==> src/rtl/mem_wb_elastic_pkg.sv <==
// MEM->WB shared pipeline types.
// Entry layout and widths used by the elastic WB queue.
package mem_wb_elastic_pkg;

  localparam int DATA_W = 32;
  localparam int REG_AW = 5;

  typedef struct packed {
    logic [DATA_W-1:0] wb_data;
    logic [REG_AW-1:0] rd;
    logic              wb_en;
  } wb_entry_t;

  localparam wb_entry_t WB_ENTRY_ZERO = '0;

endpackage

==> src/rtl/mem_wb_fwd_lookup.sv <==
// Forwarding lookup over the WB queue.
// Youngest valid entry writing rs wins.
module mem_wb_fwd_lookup
  import mem_wb_elastic_pkg::*;
#(
  parameter int DEPTH = 2,
  parameter int PW    = $clog2(DEPTH)
) (
  input  wb_entry_t         ents [DEPTH],
  input  logic [PW-1:0]     rd_ptr,
  input  logic [PW:0]       count,
  input  logic              en,
  input  logic [REG_AW-1:0] rs,
  output logic              hit,
  output logic [DATA_W-1:0] data
);

  logic [PW-1:0] idx;

  // oldest to youngest; later matches overwrite earlier ones
  always_comb begin
    hit  = 1'b0;
    data = '0;
    idx  = '0;
    for (int i = 0; i < DEPTH; i++) begin
      idx = rd_ptr + PW'(i);
      if (en && rs != '0 &&
          i < int'(count) &&
          ents[idx].wb_en &&
          ents[idx].rd == rs) begin
        hit  = 1'b1;
        data = ents[idx].wb_data;
      end
    end
  end

endmodule

==> src/rtl/mem_wb_elastic.sv <==
// Elastic MEM->WB stage: in-order queue
// with forwarding lookup and retire counter.
module mem_wb_elastic #(
  parameter int DATA_W  = 32,
  parameter int REG_AW  = 5,
  parameter int DEPTH   = 2,
  parameter int COUNT_W = 32
) (
  input  logic               clk,
  input  logic               rst_n,
  input  logic               flush,
  input  logic               in_valid,
  output logic               in_ready,
  input  logic [DATA_W-1:0]  in_alu_result,
  input  logic [DATA_W-1:0]  in_load_data,
  input  logic [REG_AW-1:0]  in_rd,
  input  logic               in_wb_en,
  input  logic               in_memtoreg,
  output logic               out_valid,
  input  logic               out_ready,
  output logic [DATA_W-1:0]  out_wb_data,
  output logic [REG_AW-1:0]  out_rd,
  output logic               out_wb_en,
  input  logic [REG_AW-1:0]  fwd_rs,
  output logic               fwd_hit,
  output logic [DATA_W-1:0]  fwd_data,
  output logic [COUNT_W-1:0] retire_count
);

  import mem_wb_elastic_pkg::*;

  localparam int PW = $clog2(DEPTH);

  wb_entry_t     mem_q [DEPTH];
  wb_entry_t     new_e;
  wb_entry_t     head;
  logic [PW-1:0] wr_ptr;
  logic [PW-1:0] rd_ptr;
  logic [PW:0]   count;
  logic          push;
  logic          pop;

  assign in_ready  = count != (PW+1)'(DEPTH);
  assign out_valid = (count != '0) && !flush;
  assign push      = in_valid && in_ready && !flush;
  assign pop       = out_valid && out_ready;

  // select writeback data and squash x0 writes at enqueue
  always_comb begin
    new_e         = WB_ENTRY_ZERO;
    new_e.wb_data = in_memtoreg ? in_load_data
                                : in_alu_result;
    new_e.rd      = in_rd;
    new_e.wb_en   = in_wb_en && (in_rd != '0);
  end

  // head view, zero when empty
  always_comb begin
    head = WB_ENTRY_ZERO;
    if (count != '0) head = mem_q[rd_ptr];
  end

  assign out_wb_data = head.wb_data;
  assign out_rd      = head.rd;
  assign out_wb_en   = head.wb_en;

  // pointers and occupancy
  always_ff @(posedge clk or negedge rst_n) begin
    if (!rst_n) begin
      wr_ptr <= '0;
      rd_ptr <= '0;
      count  <= '0;
    end else if (flush) begin
      wr_ptr <= '0;
      rd_ptr <= '0;
      count  <= '0;
    end else begin
      if (push) wr_ptr <= wr_ptr + PW'(1);
      if (pop)  rd_ptr <= rd_ptr + PW'(1);
      if (push && !pop)
        count <= count + (PW+1)'(1);
      else if (pop && !push)
        count <= count - (PW+1)'(1);
    end
  end

  // entry storage; flush drops every pending write
  always_ff @(posedge clk or negedge rst_n) begin
    if (!rst_n) begin
      for (int i = 0; i < DEPTH; i++)
        mem_q[i] <= WB_ENTRY_ZERO;
    end else if (flush) begin
      for (int i = 0; i < DEPTH; i++)
        mem_q[i].wb_en <= 1'b0;
    end else if (push) begin
      mem_q[wr_ptr] <= new_e;
    end
  end

  // count committed register writes
  always_ff @(posedge clk or negedge rst_n) begin
    if (!rst_n)
      retire_count <= '0;
    else if (pop && head.wb_en)
      retire_count <= retire_count + COUNT_W'(1);
  end

  mem_wb_fwd_lookup #(
    .DEPTH (DEPTH),
    .PW    (PW)
  ) u_fwd (
    .ents   (mem_q),
    .rd_ptr (rd_ptr),
    .count  (count),
    .en     (!flush),
    .rs     (fwd_rs),
    .hit    (fwd_hit),
    .data   (fwd_data)
  );

endmodule

==> config.mk <==
export PLATFORM = sky130hd
export DESIGN_NAME = mem_wb_elastic
export DESIGN_NICKNAME = d
export VERILOG_FILES = /design/src/rtl/mem_wb_elastic_pkg.sv /design/src/rtl/mem_wb_fwd_lookup.sv /design/src/rtl/mem_wb_elastic.sv
export SDC_FILE = /design/constraint.sdc
export NUM_CORES = 1
export LEC_CHECK = 0
export BUFFER_PORTS_ARGS = -buffer_cell sky130_fd_sc_hd__buf_2
export CAP_MARGIN = 10
export CELL_PAD_IN_SITES_DETAIL_PLACEMENT = 1
export CELL_PAD_IN_SITES_GLOBAL_PLACEMENT = 1
export CORE_ASPECT_RATIO = 0.7
export CORE_UTILIZATION = 40
export CTS_BUF_LIST = sky130_fd_sc_hd__clkbuf_8 sky130_fd_sc_hd__clkbuf_16
export DETAILED_ROUTE_END_ITERATION = 6
export PLACE_DENSITY_LB_ADDON = 0.08
export SETUP_SLACK_MARGIN = 0.3
export SLEW_MARGIN = 20
export SYNTH_ARGS = -nofsm -noshare
export SYNTH_HDL_FRONTEND = slang
export SYNTH_SLANG_ARGS = --single-unit
==> constraint.sdc <==
create_clock -name clk -period 5.9 [get_ports clk]
set_input_delay 0.295 -clock clk [delete_from_list [all_inputs] [get_ports clk]]
set_output_delay 0.295 -clock clk [all_outputs]
set_load 0.02 [all_outputs]
==> reports/results.tsv, run 1 <==
metric	value	unit
Startpoint Class	flop	
RSZ-0062 raised after global routing	false	
Crit Path Class	flop to primary output	
status	complete, no violations	
layout cells sized above 1	27.1	%
Core Rows	39	
Final period util	74.4	%
WP data required	5.61	ns
Port Buf Inserts	185	
Final Skew	0.0112	ns
Worst-Margin Slew	1.06	ns
largest net degree at the start of global routing	71	
vias	6249	
TritonCTS clock tree	built	
RD Place Congestion	0.794	
Final Max Tran Viols	0	
DR WL/cell	19.4	um
#FFs+latches synth	112	
htree depth	3	
Tot Pwr	3.81	mW
CP max FO	46	
DRC	0	
Area Overhead vs Synth	20.1	%
post-synthesis simple-gate area fraction	18.7	%
Crit. End Element	primary output	
post-synth net total	816	
Worst slew margin	29.4	%
Final ANT Viol Nets	0	
global-route wire length before repair	33800	um
Post-synth top flop	dfrtp_1	
count of final hold-check violations	0	
clock slew at reported path FFs	0.08	ns
crit-path leading delay family	simple AND/OR/NAND/NOR gates	
clock period minus worst slack	4.39	ns
Compound-Gate Fraction of Synth Area	13.5	%
Iter 0 DRT Violations	287	
multiplexer area fraction after synthesis	14.8	%
TritonRoute pass-1 iters	4	
Final Worst Setup Slack	1.51	ns
cts repair resizes	0	
Seq/Total Area, Yosys	41.8	%
die height	110	um
Final nets	964	
Setup violations, final	0	
CTS sink count	112	
largest family of logic cells by synthesized area	simple AND/OR/NAND/NOR gates	
Post-CTS Setup Inserts	0	
die area	17300	sq um
CP Data Arrival Time	4.10	ns
Distinct cells, synth	42	
Post-DP HPWL	14900	um
die width	157	um
metal3 WL	1180	um
VDD IR max	0.196	mV
Worst path slowest cell	and3_2	
Clock Tree Buf Depth	2	
highest clock rate	228	MHz
worst skew pair latency	0.37	ns
total CTS buffers	9	
adder-cell share of the synthesized area	0.747	%
Final Core Density	49.2	%
Worst Path Buf+Inv	1	
WL met2	10500	um
number of global-route vias before repair	6489	
gr usage total	25.7	%
CP max stage delay	0.98	ns
final wirelength	21500	um
Starting Density	41.0	%
syn avg cell area	9.17	sq um
initial antenna violation count	0	
core area	16300	sq um
post-cts hold buffer count	0	
Hold/Removal Path Class	primary input to async pin	
PD cells	473	nW/um^2
Root Driver	clkbuf_16	
I/O pins	186	
TNS Setup	0	ns
detail-routed via count per cell	5.63	
total gr overflow	0	
Post-synth EDFFs	0	
Post-Syn Area	6700	sq um
diode count	0	
Max Cap Viol	0	
Synth warnings	0	
metal1 wirelength	9610	um
area share of xor/xnor cells in the synthesized design	6.01	%
Setup WS pre-CTS	2.02	ns
Syn Inst Count	731	
Hold Slack	0.0244	ns
critical-path cell list	mux2i_1 > xor2_1 > and4_1 > and3_2 > nand3_1 > a32oi_1 > buf_2	
highest routed metal layer	met4	
Post-synth ARST share	100	%
Static Leak	3.77	nW
## synthesized netlist by cell type, types with 2 or more instances
cell,n,area [sq um]
xnor2_1,31,272
buf_1,10,37.5
ha_1,4,50.1
a32oi_1,9,78.8
buf_2,13,65.1
xor2_1,15,131
a22oi_1,17,128
nand2b_1,5,31.3
nor3_1,5,25.0
and3_1,8,50.1
nor2_1,119,447
nand2_1,24,90.1
a2bb2oi_1,19,166
nand3_1,55,275
nor2b_1,2,12.5
or4_1,2,15.0
and4_1,3,26.3
mux2_2,11,124
or2_2,2,12.5
dfrtp_1,112,2800
inv_1,5,18.8
buf_6,5,56.3
nand4_1,26,163
mux2i_1,83,831
a21oi_1,101,505
clkbuf_1,29,109
## power breakdown
part	leakage [nW]	switching, mW	total [mW]	internal [mW]
clock	0.150	0.307	0.654	0.347
combinational	2.28	1.15	1.81	0.656
sequential	1.34	0.311	1.35	1.04
## registers in the layout, summed over array words and instances (netlist names)
register / count
wr_ptr: 1
retire_count: 32
count: 2
mem_q: 76
rd_ptr: 1
## stage by stage
step	instances	area, sq um
final	1109	8050
after global routing	1109	8050
after CTS	1109	8050
after detailed placement	1093	7740
after global placement	1093	7740
after floorplan	731	6700
## cell families after synthesis
family / after synthesis
adder cells (fa/ha/maj): 4
XOR/XNOR: 46
AO/OA/AOI/OAI: 150
buffers and inverters: 63
AND/OR/NAND/NOR: 260
flip-flops: 112
multiplexers: 96
## per-layer routing
metal | GRT usage (%) | up-vias
met5 | 0 | -
met4 | 6.51 | 0
met3 | 4.69 | 13
met2 | 44.4 | 183
met1 | 33.3 | 3154
li1 | - | 2899
## area by class of cell
| type | count | area (sq um) |
|---|---|---|
| Clock buffer | 10 | 239 |
| Clock inverter | 6 | 72.6 |
| Fill cell | 1960 | 8300 |
| Inverter | 5 | 18.8 |
| Multi-Input combinational cell | 556 | 3630 |
| Sequential cell | 112 | 2810 |
| Tap cell | 225 | 282 |
| Timing Repair Buffer | 195 | 1000 |
## final timing paths
| path | from | slack (ns) | cells after the start | end |
|---|---|---|---|---|
| max | rd_ptr | 1.51 | 7 | fwd_data[30] |
| min | rst_n | 0.02 | 1 | retire_count[31] |
| max reg2reg | count[0] | 3.06 | 8 | mem_q[20] |
| min reg2reg | retire_count[31] | 0.47 | 1 | retire_count[31] |
| max in group asynchronous | rst_n | 4.63 | 2 | mem_q[62] |
| min in group clk | in_rd[4] | 0.18 | 2 | mem_q[43] |
## placed cells by master, fill, tap and decap left out, types with 15 or more instances in the layout
cell type  Yosys  routed
nor2_1       119     119
mux2i_1       83      83
a21oi_1      101     101
a2bb2oi_1     19      19
xor2_1        15      15
buf_2         13     184
nand4_1       26      26
xnor2_1       31      31
nand3_1       55      55
a22oi_1       17      17
nand2_1       24      24
dfrtp_1      112     111
Note: power is estimated with default switching activity, not from simulation.
==> run 2: changes to the inputs <==
- CORE_UTILIZATION: 40 -> 36
- clock period: 5.9 -> 3.7 ns (I/O delays scaled with it)
==> run 2 against run 1 <==
Effect of this change:
- cell count up 2.1%
- sequential share of layout area down 0.59 points
- first-iteration DRC count up 18%
- non-clock buffer count up 12
- clock skew down 0.00092 ns
- critical path type unchanged
- core utilization down 4.0 points
- via count down 0.34%
- largest cell class unchanged
- clock-buffer cell count down 1
==> reports/results.tsv, run 2 (synthesis gave the netlist of run 1 again) <==
metric	value	unit
status	complete, no violations	
count of final hold-check violations	0	
I/O pins	186	
TNS Setup	0	ns
Area Overhead vs Synth	22.1	%
Starting Density	37.0	%
Final period util	85.6	%
critical-path cell list	buf_4 > mux2i_2 > nor2_1 > and4_1 > and3_4 > buf_12 > nand3_1 > a32oi_1 > buf_2	
CP max FO	25	
DR WL/cell	19.4	um
Worst path slowest cell	dfrtp_4	
TritonCTS clock tree	built	
htree depth	3	
PD cells	742	nW/um^2
Hold/Removal Path Class	primary input to flop	
total CTS buffers	9	
diode count	0	
final wirelength	22000	um
Multi-input gate area	3640	sq um
most common cell after layout, fill and taps aside	buf_2	
number of global-route vias before repair	6195	
WP data required	3.51	ns
CP Data Arrival Time	2.98	ns
Root Driver	clkbuf_16	
detail-routed via count per cell	5.50	
vias	6228	
RSZ-0062 raised after global routing	false	
core area	18100	sq um
Static Leak	3.84	nW
Setup violations, final	0	
Crit. End Element	primary output	
die area	19200	sq um
most frequent cells in the layout	buf_2 (184), nor2_1 (118), dfrtp_1 (111)	
TritonRoute pass-1 iters	4	
die height	116	um
worst skew pair latency	0.36	ns
clock slew at reported path FFs	0.08	ns
Clock Tree Buf Depth	2	
Worst-Margin Slew	1.12	ns
Worst slew margin	25.6	%
global-route wire length before repair	34600	um
Final Max Tran Viols	0	
register area	2810	sq um
Largest regs	mem_q x76, retire_count x32, count x2	
Startpoint Class	flop	
Worst Path Buf+Inv	3	
Final ANT Viol Nets	0	
Final nets	976	
Port Buf Inserts	185	
Tot Pwr	6.07	mW
max reg flops	76	
Core Rows	41	
crit-path leading delay family	simple AND/OR/NAND/NOR gates	
Iter 0 DRT Violations	338	
CP max stage delay	0.60	ns
clock period minus worst slack	3.17	ns
Final Core Density	45.2	%
Final Skew	0.0103	ns
die width	165	um
layout cells sized above 1	28.1	%
Non-Filler Instances	1132	
CTS sink count	112	
RD Place Congestion	0.809	
Post-DP HPWL	15300	um
largest net degree at the start of global routing	71	
Layout fillers	2148	
VDD IR max	0.348	mV
total gr overflow	0	
Crit Path Class	flop to primary output	
initial antenna violation count	0	
gr usage total	23.6	%
Largest Register	mem_q	
DRC	0	
Placed Cells	1110	
Max Cap Viol	0	
highest clock rate	316	MHz
run 2: cell types whose count changed in the layout (fill, tap and decap cells not counted), sizes merged:
cell / previous run / this run
dlygate4sd3: 0 / 1
buf: 195 / 206
clkinv: 1 / 3
bufinv: 1 / 0
clkbuf: 10 / 9
run 2: where the power goes:
part           switching, mW  leakage [nW]  total [mW]  internal, mW
clock network          0.503         0.139       0.974         0.472
logic                   1.85          2.36        2.95          1.10
registers              0.500          1.34        2.15          1.65
run 2: path summary, 6_finish.rpt:
kind | startpoint | to | cells past startpoint | slack (ns)
max reg2reg | rd_ptr | retire_count[22] | 7 | 1.06
min in group asynchronous | rst_n | retire_count[21] | 2 | 0.46
max in group asynchronous | rst_n | mem_q[23] | 3 | 2.40
min | in_rd[1] | mem_q[40] | 2 | 0.08
min reg2reg | retire_count[31] | retire_count[31] | 1 | 0.47
max | rd_ptr | fwd_data[9] | 9 | 0.53
run 2: repair_timing:
item,4_1_cts,5_1_grt
gates resized for setup,2,0
setup buffers,1,4
hold endpoints to repair,61,0
pin swaps,0,0
hold buffers,1,0
endpoints found under the setup margin,27,4
run 2: stage by stage:
step / hold slack, ns / instance area [sq um] / setup WS [ns]
floorplan: -0.111 / 6700 / 1.04
global placement: 0.327 / 7820 / 0.448
detailed placement: 0.345 / 7820 / 0.378
CTS: 0.0717 / 8160 / 0.389
global route: 0.0840 / 8190 / 0.357
finish: 0.0831 / 8190 / 0.531
run 2: worst reg2reg max path, stage by stage, from the launching register on:
cell and delay (ns):
dfrtp_4 0.60, buf_4 0.18, mux2i_2 0.18, nor3_2 0.36, nand3_1 0.24, nor2_1 0.59
nand3_1 0.21, xnor2_1 0.17
run 2: area by class of cell:
cell class	count	area share (%)
tap	236	3.61
inverter	5	0.229
clock buffer	9	2.75
multi-input combinational	556	44.4
sequential	112	34.3
timing repair buffer	207	13.9
clock inverter	7	0.764
run 2: layer usage:
layer	part of all wire, %	track usage, %
met5	0	0
met4	0.95	5.57
met3	4.2	3.76
met2	45	36.5
met1	50	34.5
